**config.mk**
```make
export PLATFORM = sky130hd
export DESIGN_NAME = joy_spinner_emu
export DESIGN_NICKNAME = d
export VERILOG_FILES = /design/src/rtl/joy_spinner_pkg.sv /design/src/rtl/joy_spinner_chan.sv /design/src/rtl/joy_spinner_emu.sv
export SDC_FILE = /design/constraint.sdc
export NUM_CORES = 1
export LEC_CHECK = 0
export ABC_CLOCK_PERIOD_IN_PS = 5000
export CAP_MARGIN = 20
export CORE_MARGIN = 3
export CORE_UTILIZATION = 25
export CTS_BUF_LIST = sky130_fd_sc_hd__clkbuf_16
export DETAILED_ROUTE_END_ITERATION = 6
export GPL_ROUTABILITY_DRIVEN = 0
export PLACE_DENSITY = 0.5
export SLEW_MARGIN = 20
export SYNTH_ARGS = -nofsm -noshare
export SYNTH_HDL_FRONTEND = slang
export SYNTH_HIERARCHICAL = 1
export SYNTH_SLANG_ARGS = --single-unit
```
**constraint.sdc**
```tcl
create_clock -name clk_sys -period 5 [get_ports clk_sys]
set_input_delay 0.5 -clock clk_sys [delete_from_list [all_inputs] [get_ports clk_sys]]
set_output_delay 0.5 -clock clk_sys [all_outputs]
set_load 0.02 [all_outputs]
```
**src/rtl/joy_spinner_pkg.sv**
```systemverilog
// Shared types and helpers for the joystick-to-spinner emulator.
// Dial codes are active low; quadrature phase follows a 2-bit gray sequence.
package joy_spinner_pkg;

    typedef enum logic [1:0] {
        IDLE  = 2'd0,
        PULSE = 2'd1,
        GAP   = 2'd2
    } spin_state_t;

    typedef enum logic [1:0] {
        NONE = 2'd0,
        UP   = 2'd1,
        DOWN = 2'd2
    } spin_dir_t;

    localparam logic [1:0] DIAL_IDLE = 2'b11;
    localparam logic [1:0] DIAL_UP   = 2'b10;
    localparam logic [1:0] DIAL_DOWN = 2'b01;

    // UP walks 00->01->11->10, DOWN walks the reverse.
    function automatic logic [1:0] gray_next(input logic [1:0] phase, input spin_dir_t dir);
        logic [1:0] nxt;
        nxt = phase;
        if (dir == UP) begin
            case (phase)
                2'b00:   nxt = 2'b01;
                2'b01:   nxt = 2'b11;
                2'b11:   nxt = 2'b10;
                default: nxt = 2'b00;
            endcase
        end else if (dir == DOWN) begin
            case (phase)
                2'b00:   nxt = 2'b10;
                2'b10:   nxt = 2'b11;
                2'b11:   nxt = 2'b01;
                default: nxt = 2'b00;
            endcase
        end
        return nxt;
    endfunction

endpackage

```
**src/rtl/joy_spinner_chan.sv**
```systemverilog
// One spinner channel: step FSM, tick counter, quadrature phase and wrapping step counter.
// All outputs are registered from the next-state values computed below.
module joy_spinner_chan
    import joy_spinner_pkg::*;
#(
    parameter int PER_W = 8,
    parameter int POS_W = 8
) (
    input  logic             clk_sys,
    input  logic             reset_n,
    input  logic             ce,
    input  logic             enable,
    input  logic             mode,
    input  logic             invert,
    input  logic             dir_up,
    input  logic             dir_down,
    input  logic [PER_W-1:0] period,
    input  logic [PER_W-1:0] pulse_len,
    output logic [1:0]       dial,
    output logic [POS_W-1:0] step_cnt,
    output logic             busy
);

    spin_state_t      state_q, state_n;
    spin_dir_t        dir_q, dir_n, dir_in;
    logic [PER_W-1:0] cnt_q, cnt_n;
    logic [1:0]       phase_q, phase_n;
    logic [POS_W-1:0] step_n;
    logic [1:0]       dial_n;
    logic             mode_q;
    logic             restep;
    logic [PER_W-1:0] per_eff, plen_raw, plen_eff, per_last, plen_last;

    always_comb begin
        dir_in = NONE;
        if (dir_up && !dir_down)
            dir_in = invert ? DOWN : UP;
        else if (dir_down && !dir_up)
            dir_in = invert ? UP : DOWN;
    end

    // Zero lengths mean one tick; the pulse never outlasts the step period.
    always_comb begin
        per_eff   = (period == '0) ? PER_W'(1) : period;
        plen_raw  = (pulse_len == '0) ? PER_W'(1) : pulse_len;
        plen_eff  = mode ? PER_W'(1) : ((plen_raw > per_eff) ? per_eff : plen_raw);
        per_last  = per_eff - PER_W'(1);
        plen_last = plen_eff - PER_W'(1);
    end

    always_comb begin
        state_n = state_q;
        cnt_n   = cnt_q;
        dir_n   = dir_q;
        phase_n = phase_q;
        step_n  = step_cnt;
        restep  = 1'b0;

        if (!enable || (mode != mode_q)) begin
            state_n = IDLE;
            cnt_n   = '0;
        end else if (ce) begin
            case (state_q)
                IDLE:  restep = 1'b1;
                PULSE: begin
                    if (cnt_q == per_last) begin
                        restep = 1'b1;
                    end else begin
                        cnt_n = cnt_q + PER_W'(1);
                        if (cnt_q == plen_last)
                            state_n = GAP;
                    end
                end
                GAP: begin
                    if (cnt_q == per_last)
                        restep = 1'b1;
                    else
                        cnt_n = cnt_q + PER_W'(1);
                end
                default: begin
                    state_n = IDLE;
                    cnt_n   = '0;
                end
            endcase

            if (restep) begin
                cnt_n = '0;
                if (dir_in != NONE) begin
                    state_n = PULSE;
                    dir_n   = dir_in;
                    step_n  = (dir_in == UP) ? step_cnt + POS_W'(1) : step_cnt - POS_W'(1);
                    if (mode)
                        phase_n = gray_next(phase_q, dir_in);
                end else begin
                    state_n = IDLE;
                end
            end
        end

        if (mode)
            dial_n = phase_n;
        else if (state_n == PULSE)
            dial_n = (dir_n == UP) ? DIAL_UP : DIAL_DOWN;
        else
            dial_n = DIAL_IDLE;
    end

    always_ff @(posedge clk_sys) begin
        mode_q <= mode;
        if (!reset_n) begin
            state_q  <= IDLE;
            cnt_q    <= '0;
            dir_q    <= NONE;
            phase_q  <= 2'b00;
            step_cnt <= '0;
            dial     <= mode ? 2'b00 : DIAL_IDLE;
            busy     <= 1'b0;
        end else begin
            state_q  <= state_n;
            cnt_q    <= cnt_n;
            dir_q    <= dir_n;
            phase_q  <= phase_n;
            step_cnt <= step_n;
            dial     <= dial_n;
            busy     <= (state_n != IDLE);
        end
    end

endmodule

```
**src/rtl/joy_spinner_emu.sv**
```systemverilog
// Rate-controlled joystick-to-spinner converter for CHANNELS players.
// Each player gets an independent generator; outputs are packed per channel.
module joy_spinner_emu
    import joy_spinner_pkg::*;
#(
    parameter int CHANNELS = 2,
    parameter int PER_W    = 8,
    parameter int POS_W    = 8
) (
    input  logic                      clk_sys,
    input  logic                      reset_n,
    input  logic                      ce,
    input  logic [CHANNELS-1:0]       enable,
    input  logic                      mode,
    input  logic [CHANNELS-1:0]       invert,
    input  logic [CHANNELS-1:0]       dir_up,
    input  logic [CHANNELS-1:0]       dir_down,
    input  logic [PER_W-1:0]          period,
    input  logic [PER_W-1:0]          pulse_len,
    output logic [2*CHANNELS-1:0]     dial_out,
    output logic [POS_W*CHANNELS-1:0] step_cnt,
    output logic [CHANNELS-1:0]       busy
);

    for (genvar c = 0; c < CHANNELS; c++) begin : g_chan
        joy_spinner_chan #(
            .PER_W (PER_W),
            .POS_W (POS_W)
        ) u_chan (
            .clk_sys   (clk_sys),
            .reset_n   (reset_n),
            .ce        (ce),
            .enable    (enable[c]),
            .mode      (mode),
            .invert    (invert[c]),
            .dir_up    (dir_up[c]),
            .dir_down  (dir_down[c]),
            .period    (period),
            .pulse_len (pulse_len),
            .dial      (dial_out[2*c +: 2]),
            .step_cnt  (step_cnt[POS_W*c +: POS_W]),
            .busy      (busy[c])
        );
    end

endmodule

```
==> flow_metrics.tcl <==
set metrics [dict create \
    outcome "complete, no violations" \
    synth.cell_area_um2 5841 \
    hold_depth 2 \
    period_minus_slack_ns 4.656 \
    maxClockFrequency_mhz 214.8 \
    yosysSeqAreaShare_pct 17.82 \
    final-setup-viol-count 0 \
    ir_drop_v 0.0001252 \
    start_kind "input port" \
    hold_end "g_chan[1].u_chan/step_cnt[7]" \
    clk_pin_slew_ns 0.08 \
    die_h_um 158.8 \
    grt_max_degree 22 \
    antenna_found_initial 0 \
    drc 0 \
    cts-htree-levels 2 \
    regArea_um2 1041 \
    rr_endpoint "g_chan[0].u_chan/dial[0]" \
    cts_tree "done" \
    yosysWarnings 6 \
    syn_avg_cell_area_um2 7.585 \
    postSynth.asyncResetShare_pct 0 \
    grt_pass1_wl_um 29210 \
    num_vias 5847 \
    diodes 0 \
    rows 55 \
    core-area_um2 22780 \
    netlist_instances 770 \
    layout_setup_ws_ns 0.3444 \
    cts_buffer_depth 2 \
    cts_hold_buf 0 \
    syn_nets 842 \
    drv_slew 0 \
    tightest_slew_ns 0.6914 \
    p_leak_nw 2.685 \
    postRouteWirelength_um 17830 \
    fin_worst_skew_ns 0.01340 \
    fin_worst_hold_slack_ns 0.5340 \
    worstPathRequired_ns 5.22 \
    insertion_delay_ns 0.30 \
    drive_gt1_share_pct 12.81 \
    start_util_pct 25.64 \
    numPortBuffers 49 \
    cp-end-kind "flop" \
    synthFlopType "dfxtp_1" \
    num-fill-cells 2486 \
    grt_overflow 0 \
    drt_iter0_markers 421 \
    final_nets 906 \
    finalCritPeriodShare_pct 93.11 \
    post_drt_wl_per_cell_um 15.53 \
    r2r_start "g_chan[0].u_chan/cnt_q[6]" \
    track_usage_pct 13.72 \
    hpwl_um 13600 \
    synth-seq-cells 52 \
    hold_path.class "reg2reg" \
    path_class "in2reg" \
    dieArea_um2 25230 \
    die_w_um 158.8 \
    postLayoutCoreUtil_pct 31.23 \
    maxCapViolCount 0 \
    worstHoldStart "g_chan[1].u_chan/step_cnt[7]" \
    vias_per_cell 5.093 \
    cp_max_fo 5 \
    cts_buffers 5 \
    crit_arrival_ns 4.87 \
    synth_edf_count 0 \
    syn2layout_area_growth_pct 21.81 \
    r2r_slack_ns 1.84 \
    grt_pass1_vias 5483 \
    reg2regPathDepth 10 \
    setup_tns_ns 0 \
    drt_first_pass_iters 5 \
    dp_slack_ns -0.02046 \
    io_pins 50 \
    power_density_nw_per_um2 179.1 \
    finalHoldViolCount 0 \
    synth_cell_types 98 \
    clk_root_buffer_cell "clkbuf_16" \
    rsz0062_at_grt "no" \
    multi_input_area_um2 4438 \
    cts.sinks 52 \
    ant_nets 0 \
    slew_headroom_pct 53.90 \
]
-- worst max-delay path, cell delays in order --
cell and delay, ns:
clkdlybuf4s50_1 0.44, or4_1 0.57, nor4_1 0.19, nor2_1 0.10
ha_1 0.30, nand4_1 0.15, buf_4 0.20, o21ai_1 0.15
nand3_1 0.13, a21oi_2 0.20, ha_2 0.25, xnor2_1 0.14
xnor2_1 0.14, nand4_1 0.13, or4b_1 0.60, or4b_1 0.52
o221ai_1 0.16
-- layout make-up --
class                   instances  share of cell area (%)
clock buffers                   5                   1.759
flip-flops and latches         52                   14.63
well taps                     313                   5.505
multi-input cells             624                   62.38
repair buffers                109                   13.23
clock inverters                 3                  0.2814
inverters                      42                   2.216
-- cells in the mapped netlist (13+ instances only) --
cell type	instances	share of area, %
a21oi_1	58	5.0
o21ai_0	49	4.2
inv_1	42	2.7
nor2_1	63	4.0
nor2b_1	17	1.8
nand4_1	13	1.4
mux2i_1	17	2.9
clkbuf_1	35	2.2
nor3_1	17	1.5
and3_1	13	1.4
xnor2_1	33	4.9
xor2_1	16	2.4
nand2_1	43	2.8
dfxtp_1	52	18
nand3_1	25	2.1
ha_1	42	9.0
-- metrics by stage --
stage               power (mW)  instance area [µm²]  instances
floorplan               0.7625                 5841        770
global placement        0.9256                 6929       1140
detailed placement      0.9243                 6929       1140
CTS                      1.287                 7074       1148
global route             1.362                 7114       1148
finish                   1.274                 7114       1148
-- how the worst max path moves through the flow --
stage                      start                        to  depth (start not counted)
floorplan           pulse_len[3]     g_chan[0].u_chan/busy                         16
global placement    pulse_len[4]  g_chan[0].u_chan/dial[1]                         20
detailed placement  pulse_len[3]  g_chan[0].u_chan/dial[1]                         20
CTS                 pulse_len[4]  g_chan[0].u_chan/dial[1]                         20
global route        pulse_len[4]     g_chan[0].u_chan/busy                         17
finish              pulse_len[4]     g_chan[0].u_chan/busy                         17
-- per-layer routing --
layer	share of wire [%]	vias up	track usage (%)
met5	0	-	0
met4	1.1	0	2.984
met3	4.4	14	2.400
met2	44	118	22.01
met1	50	2734	19.25
li1	-	2981	-
-- power by group --
| part | switching (mW) | internal (mW) | total [mW] |
|---|---|---|---|
| Combinational | 0.271 | 0.211 | 0.482 |
| Sequential | 0.0138 | 0.428 | 0.441 |
| Clock | 0.165 | 0.185 | 0.351 |
-- logic make-up after synthesis --
| logic type | after synthesis | share of synthesized area, % |
|---|---|---|
| simple gates | 272 | 26.03 |
| flops | 52 | 17.82 |
| buf+inv | 94 | 6.877 |
| compound gates | 237 | 28.41 |
| xor+xnor | 49 | 7.348 |
| mux | 20 | 3.492 |
| fa+ha+maj | 46 | 10.03 |
-- what timing repair did --
action | CTS | global route
resized for setup | 0 | 8
endpoints found under the setup margin | 0 | 4
endpoints found under the hold margin | 0 | 0
setup buffers | 0 | 0
-- state kept, by name, summed over array words and instances, names as in the netlist --
| name | flops |
|---|---|
| g_chan.u_chan/state_q | 4 |
| g_chan.u_chan/dir_q | 4 |
| g_chan.u_chan/cnt_q | 16 |
| g_chan.u_chan/step_cnt | 16 |
| g_chan.u_chan/dial | 4 |
| g_chan.u_chan/busy | 2 |
| g_chan.u_chan/phase_q | 4 |
| g_chan.u_chan/mode_q | 2 |
-- placed cells by master, fill, tap and decap left out, types with 5 or more instances in the layout --
cell type	synthesis	layout
a211oi_1	9	9
mux2i_1	17	17
o21ai_0	49	49
and2_1	5	5
nor3b_1	10	10
a21oi_1	58	57
clkdlybuf4s50_1	0	49
nor4_1	10	10
nor3_1	17	17
buf_4	2	60
and4_1	5	5
xor2_1	16	16
nor2_1	63	62
o22ai_1	7	7
and3_1	13	13
o211ai_1	8	8
nand4_1	13	13
nand3_1	25	25
a21o_1	5	5
o2111ai_1	10	10
ha_1	42	41
or4_1	5	5
nand2_1	43	43
clkbuf_16	0	5
dfxtp_1	52	52
inv_1	42	43
or3_1	9	9
o21a_1	8	8
nor2b_1	17	17
xnor2_1	33	33
o21bai_1	10	10
o21ai_1	7	7
(Power assumes the default switching activity.)
